<file path="config.mk">
export PLATFORM = sky130hd
export DESIGN_NAME = uart_frame_rx
export DESIGN_NICKNAME = d
export VERILOG_FILES = /design/src/rtl/uart_frame_rx.sv
export SDC_FILE = /design/constraint.sdc
export NUM_CORES = 1
export LEC_CHECK = 0
export CORE_MARGIN = 2
export CORE_UTILIZATION = 35
export CTS_BUF_LIST = sky130_fd_sc_hd__clkbuf_8 sky130_fd_sc_hd__clkbuf_16
export CTS_CLUSTER_DIAMETER = 150
export DETAILED_ROUTE_END_ITERATION = 10
export HOLD_SLACK_MARGIN = 0.12
export PLACE_DENSITY_LB_ADDON = 0.3
export RECOVER_POWER = 25
export SYNTH_ARGS = -nofsm -noshare
export SYNTH_HDL_FRONTEND = slang
export SYNTH_SLANG_ARGS = --single-unit
</file>
<file path="constraint.sdc">
create_clock -name clk -period 2.19 [get_ports clk]
set_input_delay 0.5475 -clock clk [delete_from_list [all_inputs] [get_ports clk]]
set_output_delay 0.5475 -clock clk [all_outputs]
set_load 0.02 [all_outputs]
</file>
<file path="src/rtl/uart_frame_rx.sv">
// uart_frame_rx
// -----------------------------------------------------------------------------
// Receive-side frame decoder for the player-link UART. Pops every byte the
// UART receive FIFO offers and hunts for SYNC_BYTE. It then collects
// PAYLOAD_BYTES data bytes and checks a trailing XOR checksum. A good frame is
// published on `payload` together with a one-cycle `frame_valid` strobe.
// Link health is tracked with an inter-byte timeout, which aborts partial
// frames, and a link timeout, which drops `link_up`.
//
// Optional build macro: UART_FRAME_RX_STATS_EN
//   defined   -> saturating 8-bit checksum-error / timeout counters
//   undefined -> chk_err_cnt / to_err_cnt tied to 8'h00, no counter logic
//
// Ports:
//   clk          system clock
//   rst          synchronous active-high reset
//   rx_empty     UART rx FIFO empty flag
//   r_data       UART rx FIFO head byte, valid while rx_empty = 0
//   rd_uart      FIFO pop (= !rx_empty); r_data consumed this cycle
//   payload      last valid payload, byte 0 in bits [7:0]
//   frame_valid  one-cycle pulse when payload updates
//   link_up      high while valid frames keep arriving
//   chk_err      one-cycle pulse on checksum mismatch
//   to_err       one-cycle pulse on inter-byte timeout abort
//   chk_err_cnt  saturating checksum-error count (stats build only)
//   to_err_cnt   saturating timeout count (stats build only)
// -----------------------------------------------------------------------------
module uart_frame_rx #(
    parameter int unsigned PAYLOAD_BYTES = 3,
    parameter logic [7:0]  SYNC_BYTE     = 8'hA5,
    parameter int unsigned BYTE_TIMEOUT  = 40000,
    parameter int unsigned LINK_TIMEOUT  = 6500000
) (
    input  logic                       clk,
    input  logic                       rst,
    input  logic                       rx_empty,
    input  logic [7:0]                 r_data,
    output logic                       rd_uart,
    output logic [8*PAYLOAD_BYTES-1:0] payload,
    output logic                       frame_valid,
    output logic                       link_up,
    output logic                       chk_err,
    output logic                       to_err,
    output logic [7:0]                 chk_err_cnt,
    output logic [7:0]                 to_err_cnt
);

    localparam int unsigned IDX_W = (PAYLOAD_BYTES > 1) ? $clog2(PAYLOAD_BYTES) : 1;
    localparam int unsigned BT_W  = (BYTE_TIMEOUT > 1) ? $clog2(BYTE_TIMEOUT) : 1;
    localparam int unsigned LT_W  = (LINK_TIMEOUT > 1) ? $clog2(LINK_TIMEOUT) : 1;

    localparam logic [IDX_W-1:0] IDX_LAST = IDX_W'(PAYLOAD_BYTES - 1);
    localparam logic [BT_W-1:0]  BT_LAST  = BT_W'(BYTE_TIMEOUT - 1);
    localparam logic [LT_W-1:0]  LT_LAST  = LT_W'(LINK_TIMEOUT - 1);

    typedef enum logic [1:0] {
        ST_HUNT    = 2'd0,
        ST_PAYLOAD = 2'd1,
        ST_CHECK   = 2'd2
    } state_t;

    // Running XOR checksum step
    function automatic logic [7:0] chk_step(input logic [7:0] acc, input logic [7:0] b);
        return acc ^ b;
    endfunction

    state_t                       state_r, next_state_s;
    logic [8*PAYLOAD_BYTES-1:0]   shadow_r;
    logic [8*PAYLOAD_BYTES-1:0]   payload_r;
    logic [IDX_W-1:0]             idx_r;
    logic [7:0]                   chk_r;
    logic [BT_W-1:0]              byte_tmr_r;
    logic [LT_W-1:0]              link_tmr_r;
    logic                         frame_valid_r, link_up_r, chk_err_r, to_err_r;

    logic pop_s;
    logic start_s;       // sync byte accepted in HUNT
    logic store_s;       // payload byte written to shadow
    logic frame_ok_s;    // checksum byte matched
    logic frame_bad_s;   // checksum byte mismatched
    logic timeout_s;     // inter-byte timer expired with no byte
    logic tick_s;        // inter-byte timer advances this cycle

    // The block never back-pressures: every offered byte is popped.
    assign pop_s   = ~rx_empty;
    assign rd_uart = pop_s;

    // State register
    always_ff @(posedge clk) begin
        if (rst) begin
            state_r <= ST_HUNT;
        end else begin
            state_r <= next_state_s;
        end
    end

    // Next-state decode and per-cycle control strobes
    always_comb begin
        next_state_s = state_r;
        start_s      = 1'b0;
        store_s      = 1'b0;
        frame_ok_s   = 1'b0;
        frame_bad_s  = 1'b0;
        timeout_s    = 1'b0;
        tick_s       = 1'b0;
        case (state_r)
            ST_HUNT: begin
                if (pop_s && (r_data == SYNC_BYTE)) begin
                    start_s      = 1'b1;
                    next_state_s = ST_PAYLOAD;
                end else begin
                    next_state_s = ST_HUNT;
                end
            end
            ST_PAYLOAD: begin
                // A byte arriving on the expiry cycle wins over the timeout.
                if (pop_s) begin
                    store_s = 1'b1;
                    if (idx_r == IDX_LAST) begin
                        next_state_s = ST_CHECK;
                    end else begin
                        next_state_s = ST_PAYLOAD;
                    end
                end else if (byte_tmr_r == BT_LAST) begin
                    timeout_s    = 1'b1;
                    next_state_s = ST_HUNT;
                end else begin
                    tick_s = 1'b1;
                end
            end
            ST_CHECK: begin
                if (pop_s) begin
                    if (r_data == chk_r) begin
                        frame_ok_s = 1'b1;
                    end else begin
                        frame_bad_s = 1'b1;
                    end
                    next_state_s = ST_HUNT;
                end else if (byte_tmr_r == BT_LAST) begin
                    timeout_s    = 1'b1;
                    next_state_s = ST_HUNT;
                end else begin
                    tick_s = 1'b1;
                end
            end
            default: begin
                next_state_s = ST_HUNT;
            end
        endcase
    end

    // Frame assembly: shadow buffer, byte index, checksum and inter-byte timer
    always_ff @(posedge clk) begin
        if (rst) begin
            shadow_r   <= '0;
            idx_r      <= '0;
            chk_r      <= 8'h00;
            byte_tmr_r <= '0;
        end else begin
            // Timer runs only while waiting inside a frame; any byte or abort clears it.
            byte_tmr_r <= tick_s ? (byte_tmr_r + BT_W'(1)) : '0;
            if (start_s) begin
                idx_r <= '0;
                chk_r <= 8'h00;
            end else if (store_s) begin
                idx_r <= idx_r + IDX_W'(1);
                chk_r <= chk_step(chk_r, r_data);
            end else begin
                idx_r <= idx_r;
                chk_r <= chk_r;
            end
            for (int i = 0; i < int'(PAYLOAD_BYTES); i++) begin
                if (store_s && (idx_r == IDX_W'(i))) begin
                    shadow_r[i*8 +: 8] <= r_data;
                end
            end
        end
    end

    // Published payload, result pulses and link supervision
    always_ff @(posedge clk) begin
        if (rst) begin
            payload_r     <= '0;
            frame_valid_r <= 1'b0;
            chk_err_r     <= 1'b0;
            to_err_r      <= 1'b0;
            link_up_r     <= 1'b0;
            link_tmr_r    <= '0;
        end else begin
            frame_valid_r <= frame_ok_s;
            chk_err_r     <= frame_bad_s;
            to_err_r      <= timeout_s;
            if (frame_ok_s) begin
                payload_r <= shadow_r;
            end else begin
                payload_r <= payload_r;
            end
            // Link timer saturates at its limit and holds link_up low until a good frame.
            if (frame_ok_s) begin
                link_tmr_r <= '0;
                link_up_r  <= 1'b1;
            end else if (link_tmr_r == LT_LAST) begin
                link_tmr_r <= link_tmr_r;
                link_up_r  <= 1'b0;
            end else begin
                link_tmr_r <= link_tmr_r + LT_W'(1);
                link_up_r  <= link_up_r;
            end
        end
    end

    assign payload     = payload_r;
    assign frame_valid = frame_valid_r;
    assign chk_err     = chk_err_r;
    assign to_err      = to_err_r;
    assign link_up     = link_up_r;

`ifdef UART_FRAME_RX_STATS_EN
    logic [7:0] chk_err_cnt_r, to_err_cnt_r;

    // Saturating error counters, updated on the same edge that raises each pulse
    always_ff @(posedge clk) begin
        if (rst) begin
            chk_err_cnt_r <= 8'h00;
            to_err_cnt_r  <= 8'h00;
        end else begin
            if (frame_bad_s && (chk_err_cnt_r != 8'hFF)) begin
                chk_err_cnt_r <= chk_err_cnt_r + 8'h01;
            end else begin
                chk_err_cnt_r <= chk_err_cnt_r;
            end
            if (timeout_s && (to_err_cnt_r != 8'hFF)) begin
                to_err_cnt_r <= to_err_cnt_r + 8'h01;
            end else begin
                to_err_cnt_r <= to_err_cnt_r;
            end
        end
    end

    assign chk_err_cnt = chk_err_cnt_r;
    assign to_err_cnt  = to_err_cnt_r;
`else
    assign chk_err_cnt = 8'h00;
    assign to_err_cnt  = 8'h00;
`endif

endmodule

</file>
==> key figures <==
Yosys
  – Post-synth EDFFs: 0
  – Register bit total from synthesis: 103
  – Syn Std Cell Area: 4250 sq um
  – Post-synth cell types: 45
  – Seq/Total Area, Yosys: 0.485
  – Syn avg cell area: 9.29 sq um
  – Post-synth ARST share: 0
  – Warnings from Yosys: 0
  – Main synth FF type: dfxtp_1
  – Syn Inst Count: 458

Route
  – Vias per inst: 4.87
  – Drt total wl: 8.94 mm
  – Final ANT Viol Nets: 0
  – DR WL/cell: 13.5 um
  – DRT Pass-1 Iters: 4
  – Via count: 3,217
  – Starting DRT DRC Count: 256
  – Detailed-route DRC error count: 0

Place
  – RD Place Congestion: 0.783
  – I/O Buffers: 39
  – Placed Instances: 645
  – Pre-CTS setup slack: -0.180 ns
  – Placement Cell Area: 4910 sq um
  – Dpl hpwl: 6.28 mm

Layout
  – Area Overhead vs Synth: 22.5%
  – Most common cell after layout, fill and taps aside: dfxtp_1
  – Design area: 5210 sq um
  – Core Util, Final: 0.437
  – # diodes: 0
  – Most frequent cells in the layout: dfxtp_1 (103), nor2_1 (51), nand2_1 (45), nand3_1 (41), xor2_1 (35)
  – Area occupied by multi-input gates: 1990 sq um
  – FILL cells: 1,144
  – Sequential Area: 2060 sq um
  – Net count, final: 529
  – Finished Layout Cells: 661
  – Layout cells sized above 1: 0.0934

Pwr
  – Total power: 0.00372 W
  – Leak pwr: 1.91 nW
  – Peak VDD IR: 394 uV
  – Pwr per Cell Area: 714 nW/um^2

STA
  – Clock skew: 0.00433 ns
  – Fin crit period: 2.01 ns
  – Worst slew pin tran: 0.643 ns
  – Max Freq: 498 MHz
  – Worst slew margin: 0.568
  – Final worst slack: 0.184 ns
  – Final slew viol count: 0
  – Final Cycle Share: 0.916
  – Final hold vios: 0
  – Final setup fails: 0
  – RSZ-0062 raised after global routing: false

Die
  – Die W: 114 um
  – I/O pin count: 56
  – Die area: 13,000 sq um
  – Initial Utilization: 0.357
  – Core area: 11,900 sq um
  – Rows: 40
  – Die Ht: 114 um

CTS
  – CTS root buf: clkbuf_16
  – H-tree depth: 3
  – Worst-Skew Late Latency: 0.35 ns
  – CTS tree: built
  – Sink Count: 103
  – Max Root-Sink Buffers: 2
  – Cts bufs inserted: 9
  – Hold buffer count at cts: 0
  – Reg clk slew, reported paths: 0.07 ns

Worst setup path
  – Worst Setup End Kind: flop
  – Worst path arrival time: 2.24 ns
  – Buf/Inv on CP: 3
  – Crit path cell chain: clkdlybuf4s50_1, xnor2_1, nand4_1, nor3_1, buf_4, or2_0, buf_12, a211oi_1
  – Dominant delay contributor by cell family on the critical path: buffers and inverters
  – Startpoint Class: input port
  – Worst-path fanout max: 22
  – Crit path required time: 2.42 ns
  – Critical path class: in2reg
  – Critical path's largest stage delay: 0.51 ns
  – Slowest CP cell: clkdlybuf4s50_1

Global route
  – Overall Global Routing Usage: 0.145
  – Initial antenna violation count: 0
  – Remaining global-route overflow: 0
  – Largest net degree at the start of global routing: 28
  – First-pass GRT wire length: 14.9 mm
  – Number of global-route vias before repair: 3,027

Hold path
  – Hold/Removal Path Class: reg2reg

Status
  – Status: finished clean

Job
  – Max-cap violations: 0
-- cell type report --
cell class / count / area share
clock buffer: 9 / 0.0432
clock inverter: 7 / 0.0173
inverter: 7 / 0.00504
multi-input combinational: 322 / 0.381
sequential: 103 / 0.396
tap: 147 / 0.0353
timing repair buffer: 66 / 0.122
-- metal layers --
layer / vias up / GRT usage / part of all wire
li1: 1645 / - / -
met1: 1509 / 0.187 / 0.49
met2: 48 / 0.229 / 0.46
met3: 15 / 0.0265 / 0.028
met4: 0 / 0.0821 / 0.028
met5: - / 0 / 0
-- per-stage QoR --
step | hold WS (ns) | TNS (ns)
after floorplan | 0.426 | 0
after global placement | 0.446 | -8.10
after detailed placement | 0.450 | -8.88
after CTS | 0.458 | 0
after global routing | 0.479 | 0
final | 0.454 | 0
-- sequential cells by signal (all words and copies together), names as in the netlist --
name,count
to_err,1
shadow_r,24
idx_r,2
chk_err,1
chk_r,8
payload,24
link_tmr_r,23
link_up,1
frame_valid,1
state_r,2
byte_tmr_r,16
-- logic make-up (layout without fill, tap and decap cells) --
kind of cell               Yosys count  after routing  synth area share
AOI/OAI and AO/OA                   62             62             0.102
xor gates and xnor gates            49             49             0.101
adders and majority gates            9              9            0.0265
buffers and inverters               48             89            0.0624
DFF                                103            103             0.485
muxes                                1              1           0.00235
other                                1             16          0.000882
and+or+nand+nor                    185            185             0.220
-- worst paths after layout --
path / start / end / slack, ns / cells after the start
worst max-delay path: r_data[3] / link_tmr_r[3]$_SDFFE_PP0N_ / 0.18 / 8
worst max register to register: byte_tmr_r[0]$_SDFF_PP0_ / state_r[1]$_SDFF_PP0_ / 0.29 / 6
worst min-delay path: shadow_r[17]$_SDFFE_PP0P_ / shadow_r[17]$_SDFFE_PP0P_ / 0.45 / 2
worst min register to register: shadow_r[17]$_SDFFE_PP0P_ / shadow_r[17]$_SDFFE_PP0P_ / 0.45 / 2
-- synthesized netlist by cell type, drive strengths merged (3+ instances only) --
cell type / n / area, sq um
and2: 3 / 20.0
xnor2: 14 / 123
a21oi: 27 / 135
and4: 5 / 43.8
nor4: 3 / 55.1
nor3: 3 / 15.0
clkbuf: 16 / 61.3
buf: 25 / 178
nand4: 13 / 81.3
nor2: 51 / 191
dfxtp: 103 / 2060
ha: 9 / 113
a22o: 24 / 210
and3: 7 / 43.8
nand2: 45 / 169
nand3: 41 / 205
inv: 7 / 26.3
xor2: 35 / 307
-- timing repair --
item                                    CTS  global route
endpoints found under the setup margin    1             1
buffers inserted                          0             0
gates resized for setup                   1             1
-- worst reg2reg max path, cell delays in order (launching register included) --
cell and delay (ns):
dfxtp_1 0.34, ha_1 0.23, and3_1 0.29, and3_1 0.25, nand4_1 0.17, a21oi_1 0.10
a2111oi_1 0.40
-- power breakdown --
part	internal, W	switching [W]
clock network	0.000995	0.000698
registers	0.00188	0.00000573
logic	0.0000562	0.0000878
total	0.00293	0.000791
(Power assumes the default switching activity.)
